File: config.mk
export PLATFORM = sky130hd
export DESIGN_NAME = pipe_cla_adder
export DESIGN_NICKNAME = d
export VERILOG_FILES = /design/src/rtl/pipe_cla_adder.sv
export SDC_FILE = /design/constraint.sdc
export NUM_CORES = 1
export LEC_CHECK = 0
export BUFFER_PORTS_ARGS = -buffer_cell sky130_fd_sc_hd__buf_4
export CAP_MARGIN = 0
export CORE_MARGIN = 2
export CORE_UTILIZATION = 45
export CTS_CLUSTER_DIAMETER = 50
export DETAILED_ROUTE_END_ITERATION = 10
export PLACE_DENSITY = 0.66
export SYNTH_ARGS = -nofsm -noshare
export SYNTH_HDL_FRONTEND = slang
export SYNTH_SLANG_ARGS = --single-unit
File: constraint.sdc
create_clock -name clock -period 25.9 [get_ports clock]
set_input_delay 7.77 -clock clock [delete_from_list [all_inputs] [get_ports clock]]
set_output_delay 7.77 -clock clock [all_outputs]
set_load 0.005 [all_outputs]
File: src/rtl/pipe_cla_adder.sv
// pipe_cla_adder
//   Pipelined adder/subtractor. The operands are split into STAGES slices of
//   BLOCK bits each. Every pipeline stage adds one slice with a flat
//   carry-lookahead network and registers the carry for the next stage.
//   Operands are skewed: the slices that are still unconsumed move forward
//   with each stage, and the finished lower result slices move forward
//   unchanged. A result appears STAGES cycles after its operands are
//   accepted. Throughput is one operation per cycle, with valid/ready flow
//   control on both sides.
//
// Parameters
//   WIDTH   operand/result width (must be a multiple of BLOCK)
//   BLOCK   lookahead slice width
//
// Ports
//   clock          rising-edge clock
//   reset          synchronous active-high reset
//   in_valid       operand set presented
//   in_ready       operand set can be accepted this cycle
//   data_operandA  operand A
//   data_operandB  operand B
//   c_in           carry-in for addition (ignored when sub=1)
//   sub            1 = A minus B
//   out_valid      data_result/c_out hold a valid result
//   out_ready      consumer takes the result this cycle
//   data_result    sum or difference, modulo 2^WIDTH
//   c_out          raw carry out of the MSB (for subtraction, 1 = no borrow)
//   overflow       signed overflow of the output result; present only when
//                  the macro PIPE_CLA_OVERFLOW_EN is defined
module pipe_cla_adder #(
  parameter int WIDTH = 32,
  parameter int BLOCK = 8
) (
  input  logic             clock,
  input  logic             reset,
  input  logic             in_valid,
  output logic             in_ready,
  input  logic [WIDTH-1:0] data_operandA,
  input  logic [WIDTH-1:0] data_operandB,
  input  logic             c_in,
  input  logic             sub,
  output logic             out_valid,
  input  logic             out_ready,
  output logic [WIDTH-1:0] data_result,
  output logic             c_out
`ifdef PIPE_CLA_OVERFLOW_EN
  ,
  output logic             overflow
`endif
);

  localparam int STAGES = WIDTH / BLOCK;

  // Refuse to build with a width that does not divide into whole slices.
  if ((WIDTH % BLOCK) != 0 || STAGES < 1) begin : g_param_check
    $error("pipe_cla_adder: WIDTH must be a non-zero multiple of BLOCK");
  end

  // One BLOCK-bit carry-lookahead slice. The carry into each bit is built
  // from generate/propagate terms as a flat sum of products, so it does not
  // ripple through the lower bits. The result is {carry_out, sum}.
  function automatic logic [BLOCK:0] cla_slice(
    input logic [BLOCK-1:0] a,
    input logic [BLOCK-1:0] b,
    input logic             cin
  );
    logic [BLOCK-1:0] gen;
    logic [BLOCK-1:0] prop;
    logic [BLOCK:0]   carry;
    logic             term;
    gen      = a & b;
    prop     = a ^ b;
    carry    = '0;
    carry[0] = cin;
    for (int i = 0; i < BLOCK; i++) begin
      carry[i+1] = gen[i];
      term       = prop[i];
      for (int j = i - 1; j >= 0; j--) begin
        carry[i+1] = carry[i+1] | (term & gen[j]);
        term       = term & prop[j];
      end
      carry[i+1] = carry[i+1] | (term & cin);
    end
    return {carry[BLOCK], prop ^ carry[BLOCK-1:0]};
  endfunction

  // Pipeline registers. Index 0 captures the operands. Index k+1 holds the
  // output of stage k, so index STAGES is the output register.
  // In word_q[k], the bits below k*BLOCK are finished sum slices and the
  // remaining upper bits are still operand A.
  logic             valid_q [STAGES+1];
  logic [WIDTH-1:0] word_q  [STAGES+1];
  logic             carry_q [STAGES+1];
  logic [WIDTH-1:0] opb_q   [STAGES];
`ifdef PIPE_CLA_OVERFLOW_EN
  logic             sign_a_q [STAGES+1];
  logic             sign_b_q [STAGES+1];
`endif

  logic             advance;
  logic [WIDTH-1:0] eff_b;
  logic             eff_cin;
  logic [WIDTH-1:0] stage_word  [STAGES];
  logic             stage_carry [STAGES];

  // Subtraction is A + ~B + 1. The inversion and the forced carry are
  // applied once at the input, so every stage is a plain adder.
  always_comb begin
    eff_b   = sub ? ~data_operandB : data_operandB;
    eff_cin = sub ? 1'b1 : c_in;
  end

  // The whole pipe moves together, or holds when the output is blocked.
  // in_ready also stays high while reset is asserted, because whatever is
  // presented during reset is discarded anyway.
  always_comb begin
    advance  = !out_valid || out_ready;
    in_ready = advance || reset;
  end

  // Slice adders. Stage k consumes slice k of its word and writes the sum
  // back into the same bit positions, leaving all other bits untouched.
  always_comb begin
    for (int k = 0; k < STAGES; k++) begin
      logic [BLOCK:0] slice;
      slice          = cla_slice(word_q[k][k*BLOCK +: BLOCK],
                                 opb_q[k][k*BLOCK +: BLOCK],
                                 carry_q[k]);
      stage_word[k]  = word_q[k];
      stage_word[k][k*BLOCK +: BLOCK] = slice[BLOCK-1:0];
      stage_carry[k] = slice[BLOCK];
    end
  end

  // Pipeline advance. Reset clears every valid bit and also clears the
  // output register, so the visible outputs read zero. The internal
  // datapath is left as it is, because the cleared valid bits already mark
  // it as empty.
  always_ff @(posedge clock) begin
    if (reset) begin
      for (int k = 0; k <= STAGES; k++) begin
        valid_q[k] <= 1'b0;
      end
      word_q[STAGES]   <= '0;
      carry_q[STAGES]  <= 1'b0;
`ifdef PIPE_CLA_OVERFLOW_EN
      sign_a_q[STAGES] <= 1'b0;
      sign_b_q[STAGES] <= 1'b0;
`endif
    end else if (advance) begin
      valid_q[0] <= in_valid;
      word_q[0]  <= data_operandA;
      opb_q[0]   <= eff_b;
      carry_q[0] <= eff_cin;
`ifdef PIPE_CLA_OVERFLOW_EN
      sign_a_q[0] <= data_operandA[WIDTH-1];
      sign_b_q[0] <= eff_b[WIDTH-1];
`endif
      for (int k = 0; k < STAGES; k++) begin
        valid_q[k+1] <= valid_q[k];
        word_q[k+1]  <= stage_word[k];
        carry_q[k+1] <= stage_carry[k];
`ifdef PIPE_CLA_OVERFLOW_EN
        sign_a_q[k+1] <= sign_a_q[k];
        sign_b_q[k+1] <= sign_b_q[k];
`endif
      end
      for (int k = 1; k < STAGES; k++) begin
        opb_q[k] <= opb_q[k-1];
      end
    end
  end

  // After the last stage every slice of the word is a finished sum.
  always_comb begin
    out_valid   = valid_q[STAGES];
    data_result = word_q[STAGES];
    c_out       = carry_q[STAGES];
  end

`ifdef PIPE_CLA_OVERFLOW_EN
  // Signed overflow: both operands have the same sign, but the result sign
  // is different. The sign of B here is the sign after inversion for
  // subtraction.
  always_comb begin
    overflow = (sign_a_q[STAGES] == sign_b_q[STAGES]) &&
               (data_result[WIDTH-1] != sign_a_q[STAGES]);
  end
`endif

endmodule
# Word level (Yosys, flattened, before mapping)

Memory sizes are Yosys's and may differ from the RTL's.
Index checks and enable logic that the tools add are counted.

Output and inout port bits: 35
Memories kept: 4
Input bits: 70
Word-level logic and storage cells: 441
Bits in registers: 0
Bits in writable memories: 298

Memory list:

| name    | words | bits a word | read ports | clocked after Yosys merged registers in | wr ports | RTL line | text |
|---|---|---|---|---|---|---|---|
| word_q  | 5     | 32          | 5          | 0                                       | 5        | 92       | `logic [WIDTH-1:0] word_q [STAGES+1];` |
| opb_q   | 4     | 32          | 4          | 0                                       | 4        | 94       | `logic [WIDTH-1:0] opb_q [STAGES];` |
| carry_q | 5     | 1           | 5          | 0                                       | 5        | 93       | `logic carry_q [STAGES+1];` |
| valid_q | 5     | 1           | 5          | 0                                       | 5        | 91       | `logic valid_q [STAGES+1];` |

Reductions and logical operators: 3
Bitwise operators: 420
Mux-type cells: 14

Operators with widths:

| operator           | number |
|---|---|
| $and A1 B1 Y1      | 256 |
| $or A1 B1 Y1       | 151 |
| $mux W32           | 2 |
| $xor A8 B8 Y8      | 8 |
| $and A8 B8 Y8      | 4 |
| $not A32 Y32       | 1 |
| $mux W1            | 12 |
| $logic_or A1 B1 Y1 | 2 |
| $logic_not A1 Y1   | 1 |

# Longest topological paths before layout

Depth in word-level cells: 11
Mapped depth: 6
Mapped depth without buffers: 5

# Worst setup path before layout

OpenSTA, ideal clock, no wires.

Path kind: input to output
Start: input reset
End: output in_ready
Data arrival time: 8740 ps
Data required time: 18130 ps
Path buffers: 0
Stages on the path: 1
Path slack: 9390 ps
Cell sequence: nand3b_1

Longest elaborated chain between the ends: 1

RTL lines:

| element            | RTL line | text |
|---|---|---|
| start: declaration | 35       | `input logic reset,` |
| $logic_or A1 B1 Y1 | 118      | `in_ready = advance \|\| reset;` |
| end: declaration   | 37       | `output logic in_ready,` |

No other way between the ends.

# Worst setup path in the final report

Start: input out_ready
End: output in_ready

Longest elaborated chain between the ends: 2

RTL lines:

| element            | RTL line | text |
|---|---|---|
| start: declaration | 43       | `input logic out_ready,` |
| $logic_or A1 B1 Y1 | 117      | `advance = !out_valid \|\| out_ready;` |
| $logic_or A1 B1 Y1 | 118      |  |

No other way between the ends.

==> run_results.csv <==
group,metric,value,unit
status,status,"finished, final reports clean",
hold_path,hp-start,"word_q[0][9]$_DFFE_PP_",
global_routing,grt_usage,11.7,%
placed_design,numPortBuffers,104,
timing,slew_headroom,27.7,%
route,routed_wl,12.9,mm
clock_tree,insertion_delay,0.53,ns
finish,diodes,0,
worst_setup_path,cp_data_required_time,18.13,ns
global_routing,antenna_found_initial,0,
finish,final_cell_area,11300,µm²
timing,fin_skew,0.0207,ns
job,max_cap_viol_count,0,
worst_setup_path,worstReg2RegStart,"valid_q[4]$_SDFFCE_PN0P_",
global_routing,overflow,0,
power,vdd_drop_max,0.0000539,V
logic_synthesis,syn-cell-area,9470,µm²
clock_tree,cts_root_buf,"clkbuf_16",
worst_setup_path,cp-start-kind,"input pin",
timing,slew_violations,0,
finish,finalNetCount,707,
logic_synthesis,synth_fp_nets,610,
logic_synthesis,yosysSeqAreaShare,79.3,%
placed_design,placed_area,10300,µm²
floorplan,die_x,149,µm
worst_setup_path,crit_path_start,"out_ready",
route,ant_nets,0,
timing,fin_crit_sh,63.3,%
logic_synthesis,synth_top_area_cell,"edfxtp_1",
worst_setup_path,worstSetupEndpointType,"output port",
floorplan,core_area,20800,µm²
clock_tree,h-tree-depth,1,
clock_tree,cts_tree,"built",
clock_tree,ctsHoldBuffers,0,
finish,drive_above_1_share,24.2,%
power,powerDensity,84.4,nW/µm²
finish,final_cells,898,
logic_synthesis,synthCells,504,
global_routing,grt_pass1_vias,4278,
clock_tree,clockBufferDepth,3,
route,drtIter0Drc,245,
finish,fillers,1663,
route,post_drt_wl_per_cell,14.4,µm
timing,finalCriticalPeriod,16.39,ns
floorplan,die_h,149,µm
worst_setup_path,path_max_fanout,39,
clock_tree,cts_buffers,28,
floorplan,rows,53,
power,power.total,0.000952,W
power,cellLeakagePower,4.30,nW
timing,fmax,61.0,MHz
route,via_per_inst,4.66,
floorplan,die_area,22200,µm²
clock_tree,cts_resized,0,
logic_synthesis,ys_seq_elements,250,
route,drc,0,
finish,syn2layout_area_growth,19.1,%
logic_synthesis,synth_top_area_share,79.3,%
floorplan,start_util,45.5,%
clock_tree,postCtsSetupBuffers,0,
global_routing,grt_max_degree,157,
floorplan,io_pins,105,
timing,worst_pin_slew,1.08,ns
clock_tree,cts.sinks,250,
logic_synthesis,synth_warnings,0,
placed_design,dp_cells,846,
route,first_pass_iters,4,
clock_tree,path_clk_slew,0.05,ns
timing,final-setup-viol-count,0,
logic_synthesis,ys_types,35,
timing,final.setup.tns,0,ns
route,vias,4184,
placed_design,gp_congestion,0.723,
logic_synthesis,syn_area_per_cell,18.8,µm²
logic_synthesis,synth.area.top_cells,"edfxtp_1 (79%), ha_1 (4.2%), xor2_1 (3.4%), buf_4 (2.5%), and2_1 (2.0%)",
timing,rsz0062_at_grt,"false",
placed_design,dp_hpwl,8.02,mm
worst_setup_path,crit_arrival,8.62,ns
global_routing,grt_pass1_wl,20.6,mm
hold_path,hp-class,"flop to flop",
worst_setup_path,crit_type,"input pin to output port",
timing,hold_violations,0,
final timing paths:
path / to / slack [ns] / cells past startpoint
max reg2reg: word_q[0][67]$_DFFE_PP_ / 23.07 / 3
max: in_ready / 9.51 / 5
min: word_q[0][41]$_DFFE_PP_ / 0.41 / 0
min reg2reg: word_q[0][41]$_DFFE_PP_ / 0.41 / 0
kinds of logic (layout without fill, tap and decap cells):
family | count (synthesis) | count (layout) | synth area share (%)
flops | 250 | 250 | 79.3
simple gates | 79 | 79 | 4.45
xor+xnor | 52 | 52 | 4.81
buf+inv | 45 | 164 | 3.09
compound gates | 40 | 40 | 3.05
fa+ha+maj | 36 | 36 | 5.08
mux | 2 | 2 | 0.211
power by group:
group / leakage, nW / internal (W) / switching (W) / total (W)
logic: 1.33 / 0.0000319 / 0.0000325 / 0.0000645
clock network: 0.459 / 0.000243 / 0.000147 / 0.000391
registers: 2.51 / 0.000487 / 0.00000950 / 0.000497
cell usage in the layout, fill, tap and decap left out, drive strengths merged, types with 6 or more instances in the layout:
cell type,netlist,routed
a21oi,6,6
and2,30,30
buf,35,106
clkbuf,4,34
clkinv,0,13
edfxtp,250,250
ha,32,32
inv,6,7
nand2,9,9
nand3,6,6
nor2,16,16
o21ai,7,7
xnor2,15,15
xor2,37,37
registers in the layout (all words and copies together) (netlist names):
register / flops
valid_q: 5
carry_q: 5
word_q: 160
opb_q: 80
cell usage after synthesis, drive strengths merged:
cell	count
a211oi	5
a21o	5
a21oi	6
a221o	3
a221oi	1
a31oi	4
and2	30
and3	4
buf	35
clkbuf	4
edfxtp	250
fa	4
ha	32
inv	6
mux2i	2
nand2	9
nand2b	2
nand3	6
nand3b	1
nor2	16
nor2b	3
nor3	3
o2111ai	3
o211a	1
o211ai	3
o21a	1
o21ai	7
o21bai	1
or2	5
xnor2	15
xor2	37
critical path: stages:
cell	delay, ns
buf_4	0.07
inv_1	0.04
nand3b_1	0.07
buf_4	0.44
buf_4	0.20
per-stage QoR:
step	setup slack (ns)	utilization (%)	hold WS, ns
2_1_floorplan	9.39	-	0.400
3_3_place_gp	9.51	49.7	0.402
3_5_place_dp	9.48	49.7	0.405
4_1_cts	9.49	54.2	0.412
5_1_grt	9.43	54.2	0.422
6_report	9.51	54.2	0.412
area by class of cell:
cell class	count	area, µm²	share of cell area [%]
Timing Repair Buffer	106	796	7.06
Inverter	6	30.0	0.266
Multi-Input combinational cell	209	1670	14.8
Clock inverter	18	189	1.68
Clock buffer	34	744	6.60
Tap cell	275	344	3.05
Sequential cell	250	7510	66.6
metal layers:
layer | share of wire (%) | wire, µm | global-route usage [%]
met1 | 43 | 5520 | 14.8
met2 | 50 | 6420 | 19.7
met3 | 5.3 | 681 | 2.72
met4 | 2.1 | 266 | 4.29
met5 | 0 | 0 | 0
Power figures use the tool's default switching activity.
